--- src/rtl/ghostbus_host_seq.sv ---
`default_nettype none
// ============================================================================
// Module   : ghostbus_host_seq
// Purpose  : Bus-initiator end of the ghostbus register/RAM protocol. Turns a
//            valid/ready command stream into single-cycle gb_we / gb_re
//            strobes, auto-increments the address across bursts, and returns
//            read data on a valid/ready response stream.
// Ports    : clk, rst            - clock, synchronous active-high reset
//            cmd_*               - burst command stream (we, start addr, len-1)
//            wr_*                - write data stream (consumed during WR only)
//            rsp_*               - read response stream (data, last-beat flag)
//            busy, done          - burst in progress / one-cycle completion
//            gb_*                - ghostbus address, data, strobes, read data
// Revision : 1.0 - initial release
// ============================================================================
module ghostbus_host_seq #(
    parameter int AW     = 24,
    parameter int DW     = 32,
    parameter int LW     = 8,
    parameter int RD_LAT = 2
) (
    input  logic          clk,
    input  logic          rst,
    input  logic          cmd_valid,
    output logic          cmd_ready,
    input  logic          cmd_we,
    input  logic [AW-1:0] cmd_addr,
    input  logic [LW-1:0] cmd_len,
    input  logic          wr_valid,
    output logic          wr_ready,
    input  logic [DW-1:0] wr_data,
    output logic          rsp_valid,
    input  logic          rsp_ready,
    output logic [DW-1:0] rsp_data,
    output logic          rsp_last,
    output logic          busy,
    output logic          done,
    output logic [AW-1:0] gb_addr,
    output logic [DW-1:0] gb_wdata,
    output logic          gb_we,
    output logic          gb_re,
    input  logic [DW-1:0] gb_rdata
);

    typedef enum logic [2:0] {
        S_IDLE     = 3'd0,
        S_WR       = 3'd1,
        S_RD_ISSUE = 3'd2,
        S_RD_WAIT  = 3'd3,
        S_RSP      = 3'd4,
        S_DONE     = 3'd5
    } state_t;

    localparam logic [AW-1:0] c_ADDR_ONE = AW'(1);
    localparam logic [LW-1:0] c_CNT_ONE  = LW'(1);
    localparam logic [LW-1:0] c_CNT_ZERO = '0;
    localparam logic [2:0]    c_RD_LAT   = 3'(RD_LAT);
    localparam logic [2:0]    c_LAT_ONE  = 3'd1;

    state_t        r_state;
    logic [AW-1:0] r_addr;    // address of the next beat to be issued
    logic [LW-1:0] r_cnt;     // beats remaining after the current one
    logic [2:0]    r_lat;     // read-latency countdown
    logic          r_wr_fin;  // final write strobe is on the bus this cycle

    assign busy = (r_state != S_IDLE);

    always_ff @(posedge clk) begin
        if (rst) begin
            r_state   <= S_IDLE;
            r_addr    <= '0;
            r_cnt     <= '0;
            r_lat     <= '0;
            r_wr_fin  <= 1'b0;
            cmd_ready <= 1'b1;
            wr_ready  <= 1'b0;
            rsp_valid <= 1'b0;
            rsp_data  <= '0;
            rsp_last  <= 1'b0;
            done      <= 1'b0;
            gb_addr   <= '0;
            gb_wdata  <= '0;
            gb_we     <= 1'b0;
            gb_re     <= 1'b0;
        end else begin
            // Strobes and done are single-cycle pulses unless re-armed below.
            gb_we <= 1'b0;
            gb_re <= 1'b0;
            done  <= 1'b0;

            case (r_state)
                S_IDLE: begin
                    if (cmd_valid && cmd_ready) begin
                        cmd_ready <= 1'b0;
                        gb_addr   <= cmd_addr;
                        r_cnt     <= cmd_len;
                        if (cmd_we) begin
                            r_addr   <= cmd_addr;
                            wr_ready <= 1'b1;
                            r_state  <= S_WR;
                        end else begin
                            // First read strobe goes out in the RD_ISSUE cycle.
                            r_addr  <= cmd_addr + c_ADDR_ONE;
                            gb_re   <= 1'b1;
                            r_state <= S_RD_ISSUE;
                        end
                    end
                end

                S_WR: begin
                    if (r_wr_fin) begin
                        // Last strobe has been on the bus for its cycle.
                        r_wr_fin <= 1'b0;
                        done     <= 1'b1;
                        r_state  <= S_DONE;
                    end else if (wr_valid && wr_ready) begin
                        gb_we    <= 1'b1;
                        gb_wdata <= wr_data;
                        gb_addr  <= r_addr;
                        r_addr   <= r_addr + c_ADDR_ONE;
                        if (r_cnt == c_CNT_ZERO) begin
                            wr_ready <= 1'b0;
                            r_wr_fin <= 1'b1;
                        end else begin
                            r_cnt <= r_cnt - c_CNT_ONE;
                        end
                    end
                end

                S_RD_ISSUE: begin
                    r_lat   <= c_RD_LAT;
                    r_state <= S_RD_WAIT;
                end

                S_RD_WAIT: begin
                    r_lat <= r_lat - c_LAT_ONE;
                    if (r_lat == c_LAT_ONE) begin
                        rsp_data  <= gb_rdata;
                        rsp_valid <= 1'b1;
                        rsp_last  <= (r_cnt == c_CNT_ZERO);
                        r_state   <= S_RSP;
                    end
                end

                S_RSP: begin
                    if (rsp_ready) begin
                        rsp_valid <= 1'b0;
                        rsp_last  <= 1'b0;
                        if (r_cnt == c_CNT_ZERO) begin
                            done    <= 1'b1;
                            r_state <= S_DONE;
                        end else begin
                            // Next read issues only after the previous response drains.
                            r_cnt   <= r_cnt - c_CNT_ONE;
                            gb_addr <= r_addr;
                            r_addr  <= r_addr + c_ADDR_ONE;
                            gb_re   <= 1'b1;
                            r_state <= S_RD_ISSUE;
                        end
                    end
                end

                S_DONE: begin
                    cmd_ready <= 1'b1;
                    r_state   <= S_IDLE;
                end

                default: begin
                    cmd_ready <= 1'b1;
                    wr_ready  <= 1'b0;
                    rsp_valid <= 1'b0;
                    r_state   <= S_IDLE;
                end
            endcase
        end
    end

endmodule
`default_nettype wire

--- config.mk ---
export PLATFORM = sky130hd
export DESIGN_NAME = ghostbus_host_seq
export DESIGN_NICKNAME = d
export VERILOG_FILES = /design/src/rtl/ghostbus_host_seq.sv
export SDC_FILE = /design/constraint.sdc
export NUM_CORES = 1
export LEC_CHECK = 0
export CORE_MARGIN = 3
export CORE_UTILIZATION = 40
export CTS_BUF_LIST = sky130_fd_sc_hd__clkbuf_8 sky130_fd_sc_hd__clkbuf_16
export CTS_CLUSTER_SIZE = 24
export DETAILED_ROUTE_END_ITERATION = 10
export PLACE_DENSITY = 0.7
export SYNTH_ARGS = -nofsm -noshare
export SYNTH_HDL_FRONTEND = slang
export SYNTH_SLANG_ARGS = --single-unit
export TNS_END_PERCENT = 50
--- constraint.sdc ---
create_clock -name clk -period 3.92 [get_ports clk]
set_input_delay 0.588 -clock clk [delete_from_list [all_inputs] [get_ports clk]]
set_output_delay 0.588 -clock clk [all_outputs]
set_load 0.05 [all_outputs]
==> metrics.csv <==
stage,metric,value,unit
global_routing,overflow,0,
worst_setup_path,regToRegStartpoint,r_state[0]$_SDFFE_PP0P_,
global_routing,grt-busiest-layer,met2,
worst_setup_path,crit_path_end_kind,flop,
timing,final-setup-viol-count,0,
min_path,hold_class,reg2reg,
final_layout,area_growth,40.7,%
global_routing,met3_usage,0.0768,
final_layout,antenna_cells,0,
min_path,hold_path_startpoint,rsp_data[13]$_SDFFE_PP0P_,
logic_synthesis,synthFlopType,dfxtp_1,
timing,min_period,2.96,ns
worst_setup_path,reg2reg_slack,0.96,ns
logic_synthesis,yosys.area.top_type_share,0.418,
detailed_routing,drc,0,
timing,period_share,0.756,
clocking,cts_resized,0,
logic_synthesis,synth_edf_count,0,
logic_synthesis,synth_common_cells,"218 x nand2_1, 134 x dfxtp_1, 98 x a21oi_1",
logic_synthesis,ys_seq_area_frac,0.418,
logic_synthesis,ys_top_cells_by_area,"dfxtp_1 42%, nand2_1 13%, a21oi_1 7.6%",
die,coreArea,15400,um^2
clocking,clock-root-buffer,clkbuf_16,
power,vdd_drop_max,333,uV
clocking,clkSinkCount,134,
global_routing,grt_pass1_vias,5886,
logic_synthesis,ys_warn_count,0,
detailed_routing,wl_per_cell,15.0,um
timing,worst_slew_pin_slew,1.19,ns
global_routing,grt_pass1_wl,29.9,mm
detailed_routing,drtIter0Drc,434,
timing,slew_headroom,0.204,
die,num_rows,45,
logic_synthesis,postSynthCellCount,840,
clocking,htreeDepth,4,
placed_design,dp_hpwl,12.6,mm
final_layout,nets,1108,
timing,slew_viol_final,0,
worst_setup_path,crit_type,reg2reg,
clocking,hold_buffers,0,
clocking,path_clk_slew,0.06,ns
global_routing,grt_util_met1,0.266,
detailed_routing,firstDrtPassIters,5,
worst_setup_path,cp_data_required_time,4.23,ns
global_routing,antenna_found_initial,0,
timing,tns,0,ns
clocking,cts.path.max_buffers,2,
clocking,cts_tree,done,
timing,rsz0062_at_grt,false,
placed_design,portBuffers,197,
worst_setup_path,crit_start,r_state[0]$_SDFFE_PP0P_,
timing,hold_viol,0,
logic_synthesis,synth-seq-cells,134,
worst_setup_path,worst_setup_path_start_kind,flop,
detailed_routing,vias,6429,
timing,max_freq,338,MHz
worst_setup_path,worst-path-max-fanout,26,
final_layout,final_util,0.585,
detailed_routing,routed_via_density,5.25,
placed_design,dp_cells,1193,
global_routing,met2_usage,0.314,
detailed_routing,wl,18.3,mm
die,die_w,133,um
logic_synthesis,synth_top_area_cell,dfxtp_1,
global_routing,grt_max_degree,90,
logic_synthesis,syn_nets,947,
global_routing,grtUsageTotal,0.205,
die,io_pins,198,
die,die_h,133,um
logic_synthesis,netlist_area,6410,um^2
clocking,clk_latency,0.42,ns
run,drv_cap,0,
final_layout,final_cells,1225,
clocking,post-cts-setup-buffers,0,
die,dieArea,17600,um^2
worst_setup_path,arrival,3.27,ns
placed_design,place_congestion,0.846,
logic_synthesis,syn_area_per_cell,7.64,um^2
clocking,numCtsBuffers,17,
detailed_routing,ant_nets,0,
logic_synthesis,synth.most_common_cell,nand2_1,
timing,finClkSkew,0.00671,ns
logic_synthesis,synthArstFlopShare,0,
final_layout,drive_above_1_share,0.0582,
power,p_leak,0.00306,uW
die,initial_core_util,0.416,
power,power_density,605,nW/um^2
logic_synthesis,ys_types,62,
run_status,status,"finished, final reports clean",
## layout by cell type (no fill, tap or decap), types with 5 or more instances in the layout
cell and count:
nand2_1 218, clkdlybuf4s50_1 196, dfxtp_1 134, a21oi_1 97, nor2_1 50, o21ai_0 34
nand3_1 27, a311oi_1 25, clkbuf_16 17, inv_1 14, nor3_1 13, xnor2_1 13
a211oi_1 10, xor2_1 10, and3_1 9, a31oi_1 8, buf_4 8, nand4_1 7
or3_1 7, nand2b_1 7, a22oi_1 6, o21ai_1 5, nor4_1 5, ha_1 5
## worst paths after layout
kind	end	cells past startpoint
max	gb_addr[19]$_SDFFE_PP0P_	6
min	rsp_data[13]$_SDFFE_PP0P_	2
max reg2reg	gb_addr[19]$_SDFFE_PP0P_	6
min reg2reg	rsp_data[13]$_SDFFE_PP0P_	2
## state kept, by name (all words and copies together) (netlist names)
signal     count
gb_addr       24
gb_wdata      32
r_wr_fin       1
r_state        3
r_lat          3
done           1
cmd_ready      1
rsp_valid      1
gb_re          1
wr_ready       1
rsp_data      32
r_cnt          8
gb_we          1
r_addr        24
rsp_last       1
## worst max-delay path, stage by stage (launching register included)
cell and delay [ns]:
dfxtp_1 0.65, nand2b_1 0.35, or3_1 0.56, a21oi_4 0.61, buf_4 0.33, nor2_1 0.07, a311oi_1 0.28
## stage by stage
stage          worst slack, ns  hold slack, ns  area, um^2  total power (uW)
2_1_floorplan             1.70           0.459        6410              3370
3_3_place_gp             0.877           0.440        8460              3930
3_5_place_dp             0.865           0.446        8460              3950
4_1_cts                  0.980           0.454        9020              5490
5_1_grt                  0.658           0.468        9020              5800
6_report                 0.958           0.452        9020              5460
## metal layers
metal  up-vias  share of wire
met4         0          0.017
met5         -              0
li1       3273              -
met2       176           0.46
met1      2958           0.45
met3        22          0.077
## area by class of cell
type	instances	area [um^2]
Tap cell	211	264
Inverter	14	52.6
Timing Repair Buffer	206	2060
Clock inverter	14	125
Multi-Input combinational cell	628	3400
Clock buffer	18	439
Sequential cell	134	2680
Fill cell	1456	6400
## kinds of logic (layout without fill, tap and decap cells)
| group | Yosys count | in the layout | synth area share |
|---|---|---|---|
| XOR/XNOR | 23 | 23 | 0.0314 |
| AND/OR/NAND/NOR | 374 | 374 | 0.264 |
| buffers and inverters | 78 | 252 | 0.0564 |
| AO/OA/AOI/OAI | 225 | 225 | 0.218 |
| multiplexers | 1 | 1 | 0.00156 |
| flip-flops | 134 | 134 | 0.418 |
| adder cells (fa/ha/maj) | 5 | 5 | 0.00975 |
## power breakdown
| group | leakage, uW | switching (uW) | internal [uW] |
|---|---|---|---|
| clock network | 0.000273 | 635 | 892 |
| logic | 0.00170 | 1330 | 761 |
| registers | 0.00109 | 245 | 1600 |
| total | 0.00306 | 2210 | 3250 |
(Power assumes the default switching activity.)
